===== src/rtl/sipo_pkg.sv =====
// Shared types and helpers for the SIPO frame deserializer.
// Holds the output-buffer state enum, the bit-counter width helper and the even-parity function.
package sipo_pkg;

    typedef enum logic {
        BUF_EMPTY = 1'b0,
        BUF_FULL  = 1'b1
    } buf_state_t;

    // Parity helper operates on a fixed-width, zero-extended vector; words wider than this are not supported.
    localparam int unsigned PARITY_MAX_W = 256;

    function automatic int unsigned cnt_width(input int unsigned w);
        return $clog2(w + 1);
    endfunction

    function automatic logic even_parity(input logic [PARITY_MAX_W-1:0] v);
        return ^v;
    endfunction

endpackage


===== src/rtl/sipo_out_buffer.sv =====
// One-entry holding register between the deserializer and a word consumer, with sticky overrun.
// Handshake: a word transfers on a falling edge where state==BUF_FULL (valid) and ready are both 1;
// valid never depends on ready, and a completed word arriving while FULL without ready is dropped.
module sipo_out_buffer
    import sipo_pkg::*;
#(
    parameter int DW = 33
) (
    input  logic          Clk_In,
    input  logic          Reset_In,
    input  logic          load,
    input  logic [DW-1:0] load_data,
    input  logic          ready,
    input  logic          clear_overrun,
    output logic [DW-1:0] data_out,
    output logic          overrun,
    output buf_state_t    state
);

    buf_state_t state_d;
    logic       load_en;
    logic       drop;

    always_ff @(negedge Clk_In or posedge Reset_In) begin
        if (Reset_In) begin
            state    <= BUF_EMPTY;
            data_out <= '0;
            overrun  <= 1'b0;
        end else begin
            state <= state_d;
            if (load_en) begin
                data_out <= load_data;
            end
            // Setting wins over a coincident clear.
            if (drop) begin
                overrun <= 1'b1;
            end else if (clear_overrun) begin
                overrun <= 1'b0;
            end
        end
    end

    always_comb begin
        state_d = state;
        load_en = 1'b0;
        drop    = 1'b0;
        case (state)
            BUF_EMPTY: begin
                if (load) begin
                    state_d = BUF_FULL;
                    load_en = 1'b1;
                end
            end
            BUF_FULL: begin
                if (load) begin
                    // Consumer takes the old word on the same edge the new one lands: no bubble.
                    if (ready) begin
                        load_en = 1'b1;
                    end else begin
                        drop = 1'b1;
                    end
                end else if (ready) begin
                    state_d = BUF_EMPTY;
                end
            end
            default: state_d = BUF_EMPTY;
        endcase
    end

endmodule


===== src/rtl/sipo_frame_deserializer.sv =====
// Serial-in/parallel-out deserializer with bit counting, frame sync and a valid/ready output buffer.
// Define SIPO_PARITY_EN to append an even-parity bit to every frame and report mismatches.
module sipo_frame_deserializer
    import sipo_pkg::*;
#(
    parameter  int WIDTH     = 32,
    parameter  bit MSB_FIRST = 1'b1,
    localparam int CNT_W     = cnt_width(WIDTH)
) (
    input  logic             Clk_In,
    input  logic             Reset_In,
    input  logic             Enable_In,
    input  logic             Shift_Data_Signal_In,
    input  logic             Serial_Data_In,
    input  logic             Frame_Sync_In,
    input  logic             Clear_Overrun_In,
    output logic [WIDTH-1:0] Parallel_Data_Out,
    output logic             Data_Valid_Out,
    input  logic             Data_Ready_In,
    output logic             Overrun_Out,
    output logic             Parity_Error_Out,
    output logic [CNT_W-1:0] Bit_Count_Out
);

`ifdef SIPO_PARITY_EN
    localparam int FRAME_LEN = WIDTH + 1;
    localparam int BUF_W     = WIDTH + 1;
`else
    localparam int FRAME_LEN = WIDTH;
    localparam int BUF_W     = WIDTH;
`endif

    logic [WIDTH-1:0] sr_q;
    logic [WIDTH-1:0] sr_base;
    logic [WIDTH-1:0] sr_shifted;
    logic [CNT_W-1:0] count_q;
    logic             do_shift;
    logic             do_sync;
    logic             data_bit_phase;
    logic             complete;
    logic [BUF_W-1:0] load_data;
    logic [BUF_W-1:0] buf_data;
    buf_state_t       buf_state;

    always_comb begin
        do_shift       = Enable_In & Shift_Data_Signal_In;
        do_sync        = Enable_In & Frame_Sync_In;
        sr_base        = do_sync ? '0 : sr_q;
        sr_shifted     = MSB_FIRST ? {sr_base[WIDTH-2:0], Serial_Data_In}
                                   : {Serial_Data_In, sr_base[WIDTH-1:1]};
        // The trailing parity bit (count==WIDTH) is not part of the data word.
        data_bit_phase = do_sync || (count_q < CNT_W'(WIDTH));
        complete       = do_shift && !do_sync && (count_q == CNT_W'(FRAME_LEN - 1));
    end

`ifdef SIPO_PARITY_EN
    assign load_data = {even_parity(PARITY_MAX_W'(sr_q)) ^ Serial_Data_In, sr_q};
`else
    assign load_data = sr_shifted;
`endif

    always_ff @(negedge Clk_In or posedge Reset_In) begin
        if (Reset_In) begin
            sr_q    <= '0;
            count_q <= '0;
        end else begin
            if (do_shift && data_bit_phase) begin
                sr_q <= sr_shifted;
            end else if (do_sync) begin
                sr_q <= '0;
            end
            // A bit shifted on the sync edge is bit 0 of the new frame.
            if (do_sync) begin
                count_q <= do_shift ? CNT_W'(1) : '0;
            end else if (do_shift) begin
                count_q <= complete ? '0 : count_q + CNT_W'(1);
            end
        end
    end

    sipo_out_buffer #(
        .DW(BUF_W)
    ) u_out_buffer (
        .Clk_In        (Clk_In),
        .Reset_In      (Reset_In),
        .load          (complete),
        .load_data     (load_data),
        .ready         (Data_Ready_In),
        .clear_overrun (Clear_Overrun_In),
        .data_out      (buf_data),
        .overrun       (Overrun_Out),
        .state         (buf_state)
    );

    assign Parallel_Data_Out = buf_data[WIDTH-1:0];
    assign Data_Valid_Out    = (buf_state == BUF_FULL);
    assign Bit_Count_Out     = count_q;

`ifdef SIPO_PARITY_EN
    assign Parity_Error_Out = buf_data[WIDTH];
`else
    assign Parity_Error_Out = 1'b0;
`endif

endmodule

===== config.mk =====
export PLATFORM = sky130hd
export DESIGN_NAME = sipo_frame_deserializer
export DESIGN_NICKNAME = d
export VERILOG_FILES = /design/src/rtl/sipo_pkg.sv /design/src/rtl/sipo_out_buffer.sv /design/src/rtl/sipo_frame_deserializer.sv
export SDC_FILE = /design/constraint.sdc
export NUM_CORES = 1
export LEC_CHECK = 0
export BUFFER_PORTS_ARGS = -buffer_cell sky130_fd_sc_hd__buf_2
export CELL_PAD_IN_SITES_DETAIL_PLACEMENT = 1
export CELL_PAD_IN_SITES_GLOBAL_PLACEMENT = 1
export CORE_ASPECT_RATIO = 0.5
export CORE_MARGIN = 10
export CORE_UTILIZATION = 39
export CTS_BUF_LIST = sky130_fd_sc_hd__clkbuf_16
export CTS_CLUSTER_SIZE = 14
export DETAILED_ROUTE_END_ITERATION = 7
export PLACE_DENSITY_LB_ADDON = 0.1
export SETUP_SLACK_MARGIN = 0.2
export SLEW_MARGIN = 5
export SYNTH_ARGS = -nofsm -noshare
export SYNTH_HDL_FRONTEND = slang
export SYNTH_SLANG_ARGS = --single-unit

===== constraint.sdc =====
create_clock -name Clk_In -period 2.1 [get_ports Clk_In]
set_input_delay 0.42 -clock Clk_In [delete_from_list [all_inputs] [get_ports Clk_In]]
set_output_delay 0.42 -clock Clk_In [all_outputs]
set_load 0.01 [all_outputs]

==> results_dict.tcl <==
set metrics [dict create \
    track_usage_pct 19.0 \
    ant_nets 0 \
    cts.sinks 71 \
    r2r-end "u_out_buffer.data_out[3]" \
    synth_nets 334 \
    p_leak_nw 2.39 \
    drc_errors 0 \
    required_ns 1.68 \
    drt_wl_total_mm 15.2 \
    slew_violations 0 \
    areaGrowthSynthToFinish_pct 76.8 \
    grt_pass1_vias 3207 \
    gp_routability_congestion 0.795 \
    nFillCells 774 \
    cts_made_buffers 9 \
    critical-path-max-stage-delay_ns 0.44 \
    synth_seq_cells 71 \
    final-hold-violation-count 0 \
    cts_root_buf "clkbuf_16" \
    reg2reg_depth 8 \
    multi_input_area_um2 1800 \
    gr-total-overflow 0 \
    synth_cell_types 32 \
    cts_tree "yes" \
    yosys_warnings 0 \
    synthTopCellsByArea "dfrtn_1 55%, mux2i_1 9.6%, nand3_1 5.4%" \
    critPathKind "reg2out" \
    end_kind "primary output" \
    ys_seq_area_share_pct 55.1 \
    dp_hpwl_mm 5.62 \
    ctsHoldBuffers 0 \
    rows 23 \
    r2r_setup_slack_ns -0.12 \
    async_reset_ff_share_pct 100 \
    cpLargestDelayFamily "flip-flops" \
    min_from "u_out_buffer.data_out[6]" \
    combPwrFrac_pct 12.8 \
    crit_fanout 2 \
    timing.hold.ws_ns 0.493 \
    crit-reg2reg-launch "Bit_Count_Out[0]" \
    grt_pass1_wl_mm 18.8 \
    drive_gt1_share_pct 55.6 \
    synth.cell_area_um2 3220 \
    startpoint_type "flop" \
    initial_core_util_pct 40.1 \
    synth.most_common_cell "dfrtn_1" \
    drtPass1Iterations 4 \
    via_per_inst 5.51 \
    die_w_um 149 \
    hold_depth 2 \
    syn_area_per_cell_um2 9.91 \
    ff_latch_area_um2 1780 \
    final_util_pct 70.9 \
    layout_setup_ws_ns -0.329 \
    finalNetCount 452 \
    htree_levels 3 \
    antenna_found_initial 0 \
    p_switching_w 0.000884 \
    hold_path.class "reg2reg" \
    grt_max_degree 37 \
    synth-edff-count 0 \
    die_y_um 84.3 \
    p_per_area_nw_per_um2 570 \
    ys_top_cells_by_count "71 x dfrtn_1, 36 x nand2_1, 35 x nand3_1, 33 x inv_1, 33 x o21ai_0" \
    pin_count 49 \
    p_int_w 0.00236 \
    crit_path_cell_trace "buf_2" \
    peakVddDrop_mv 0.376 \
    status "complete, but fails checks" \
    cts_buffer_depth 2 \
    drv_cap 0 \
    ys.flop_type "dfrtn_1" \
    violations "setup timing" \
    dieArea_um2 12500 \
    core_area_um2 8030 \
    antennaDiodeCount 0 \
    synth_top_area_share_pct 55.1 \
    rsz0062_at_grt "true" \
    hold_path_end "u_out_buffer.data_out[6]" \
    crit_arrival_ns 2.01 \
    fin_skew_ns 0.00899 \
    via_count 3086 \
    setup_viol 104 \
    path_buf_inv 1 \
    synth_cells 325 \
    switching_share_pct 27.2 \
    drt-initial-drc-count 237 \
    place.port_buffers 47 \
    p_seq_share_pct 43.6 \
    slowest_stage "dfrtn_1" \
    synth_top_area_cell "dfrtn_1" \
    wire_per_inst_um 27.2 \
    power_frac_clock_pct 43.6 \
    clk_latency_ns 0.35 \
    path_clk_slew_ns 0.05 \
]
sequential cells by signal, summed over array words and instances (netlist names):
register / flops
u_out_buffer.data_out: 32
sr_q: 31
Bit_Count_Out: 6
u_out_buffer.overrun: 1
u_out_buffer.state: 1
worst max-delay path by stage:
stage | from | endpoint | slack [ns] | cells after the start
floorplan | Frame_Sync_In | u_out_buffer.data_out[0] | -0.37 | 4
global placement | Frame_Sync_In | u_out_buffer.data_out[1] | -0.52 | 4
detailed placement | Frame_Sync_In | u_out_buffer.data_out[1] | -0.56 | 4
CTS | u_out_buffer.data_out[0] | Parallel_Data_Out[0] | -0.32 | 1
global route | u_out_buffer.data_out[22] | Parallel_Data_Out[22] | -0.35 | 1
finish | u_out_buffer.data_out[20] | Parallel_Data_Out[20] | -0.33 | 1
area by class of cell:
cell class / instances / area share, %
well taps: 112 / 2.46
flip-flops and latches: 71 / 31.2
repair buffers: 132 / 28.1
inverters: 33 / 2.24
clock buffers: 9 / 3.95
clock inverters: 7 / 0.549
multi-input cells: 196 / 31.5
stage by stage:
stage	setup TNS, ns	instance area (um2)	setup slack, ns	cells	total power (W)
2_1_floorplan	-18.33	3280	-0.367	325	0.00155
3_3_place_gp	-28.05	3730	-0.524	485	0.00165
3_5_place_dp	-29.97	3730	-0.555	485	0.00166
4_1_cts	-15.23	4950	-0.319	534	0.00313
5_1_grt	-23.99	5700	-0.347	560	0.00334
6_report	-21.26	5700	-0.329	560	0.00325
cell families (layout without fill, tap and decap cells):
group | after synthesis | in the layout | synth area share (%)
simple gates | 89 | 89 | 13.2
mux | 34 | 34 | 10.7
other cells | 1 | 1 | 0.116
fa+ha+maj | 1 | 1 | 0.388
compound gates | 71 | 71 | 11.7
flops | 71 | 71 | 55.1
buf+inv | 58 | 181 | 8.78
routing by layer:
metal	up-vias	global-route usage [%]	part of all wire [%]
li1	1333	-	-
met1	1583	23.3	40
met2	125	31.3	49
met3	45	6.00	7.4
met4	0	5.81	3.5
met5	-	0	0
power groups by stage:
| stage | clock network (W) | registers [W] | logic, W |
|---|---|---|---|
| floorplan | 0 | 0.00145 | 0.000100 |
| global placement | 0 | 0.00143 | 0.000217 |
| detailed placement | 0 | 0.00143 | 0.000224 |
| CTS | 0.00138 | 0.00141 | 0.000340 |
| global route | 0.00148 | 0.00142 | 0.000440 |
| finish | 0.00142 | 0.00142 | 0.000417 |
layout by cell type, fill, tap and decap left out, types with 2 or more instances in the layout:
cell type,instances
buf_12,18
inv_1,33
buf_16,11
o21ai_1,14
clkinv_1,4
nand2_1,33
nand3_4,17
nand3_2,17
clkbuf_16,12
mux2i_2,4
dfrtn_1,71
nand4_1,2
buf_6,34
a21oi_2,31
mux2_4,3
clkinvlp_4,2
buf_4,35
buf_8,6
nor2b_4,2
and2_1,3
o21ai_2,14
mux2i_1,27
o21ai_4,5
buf_2,25
timing repair:
item                                   CTS  global route
pin swaps                               37            33
endpoints found under the hold margin    0             0
buffers inserted                        21            22
gates cloned                            12             4
gates resized for setup                141            91
setup endpoints to repair              107           111
No activity file was read; power rests on OpenSTA's default activity.
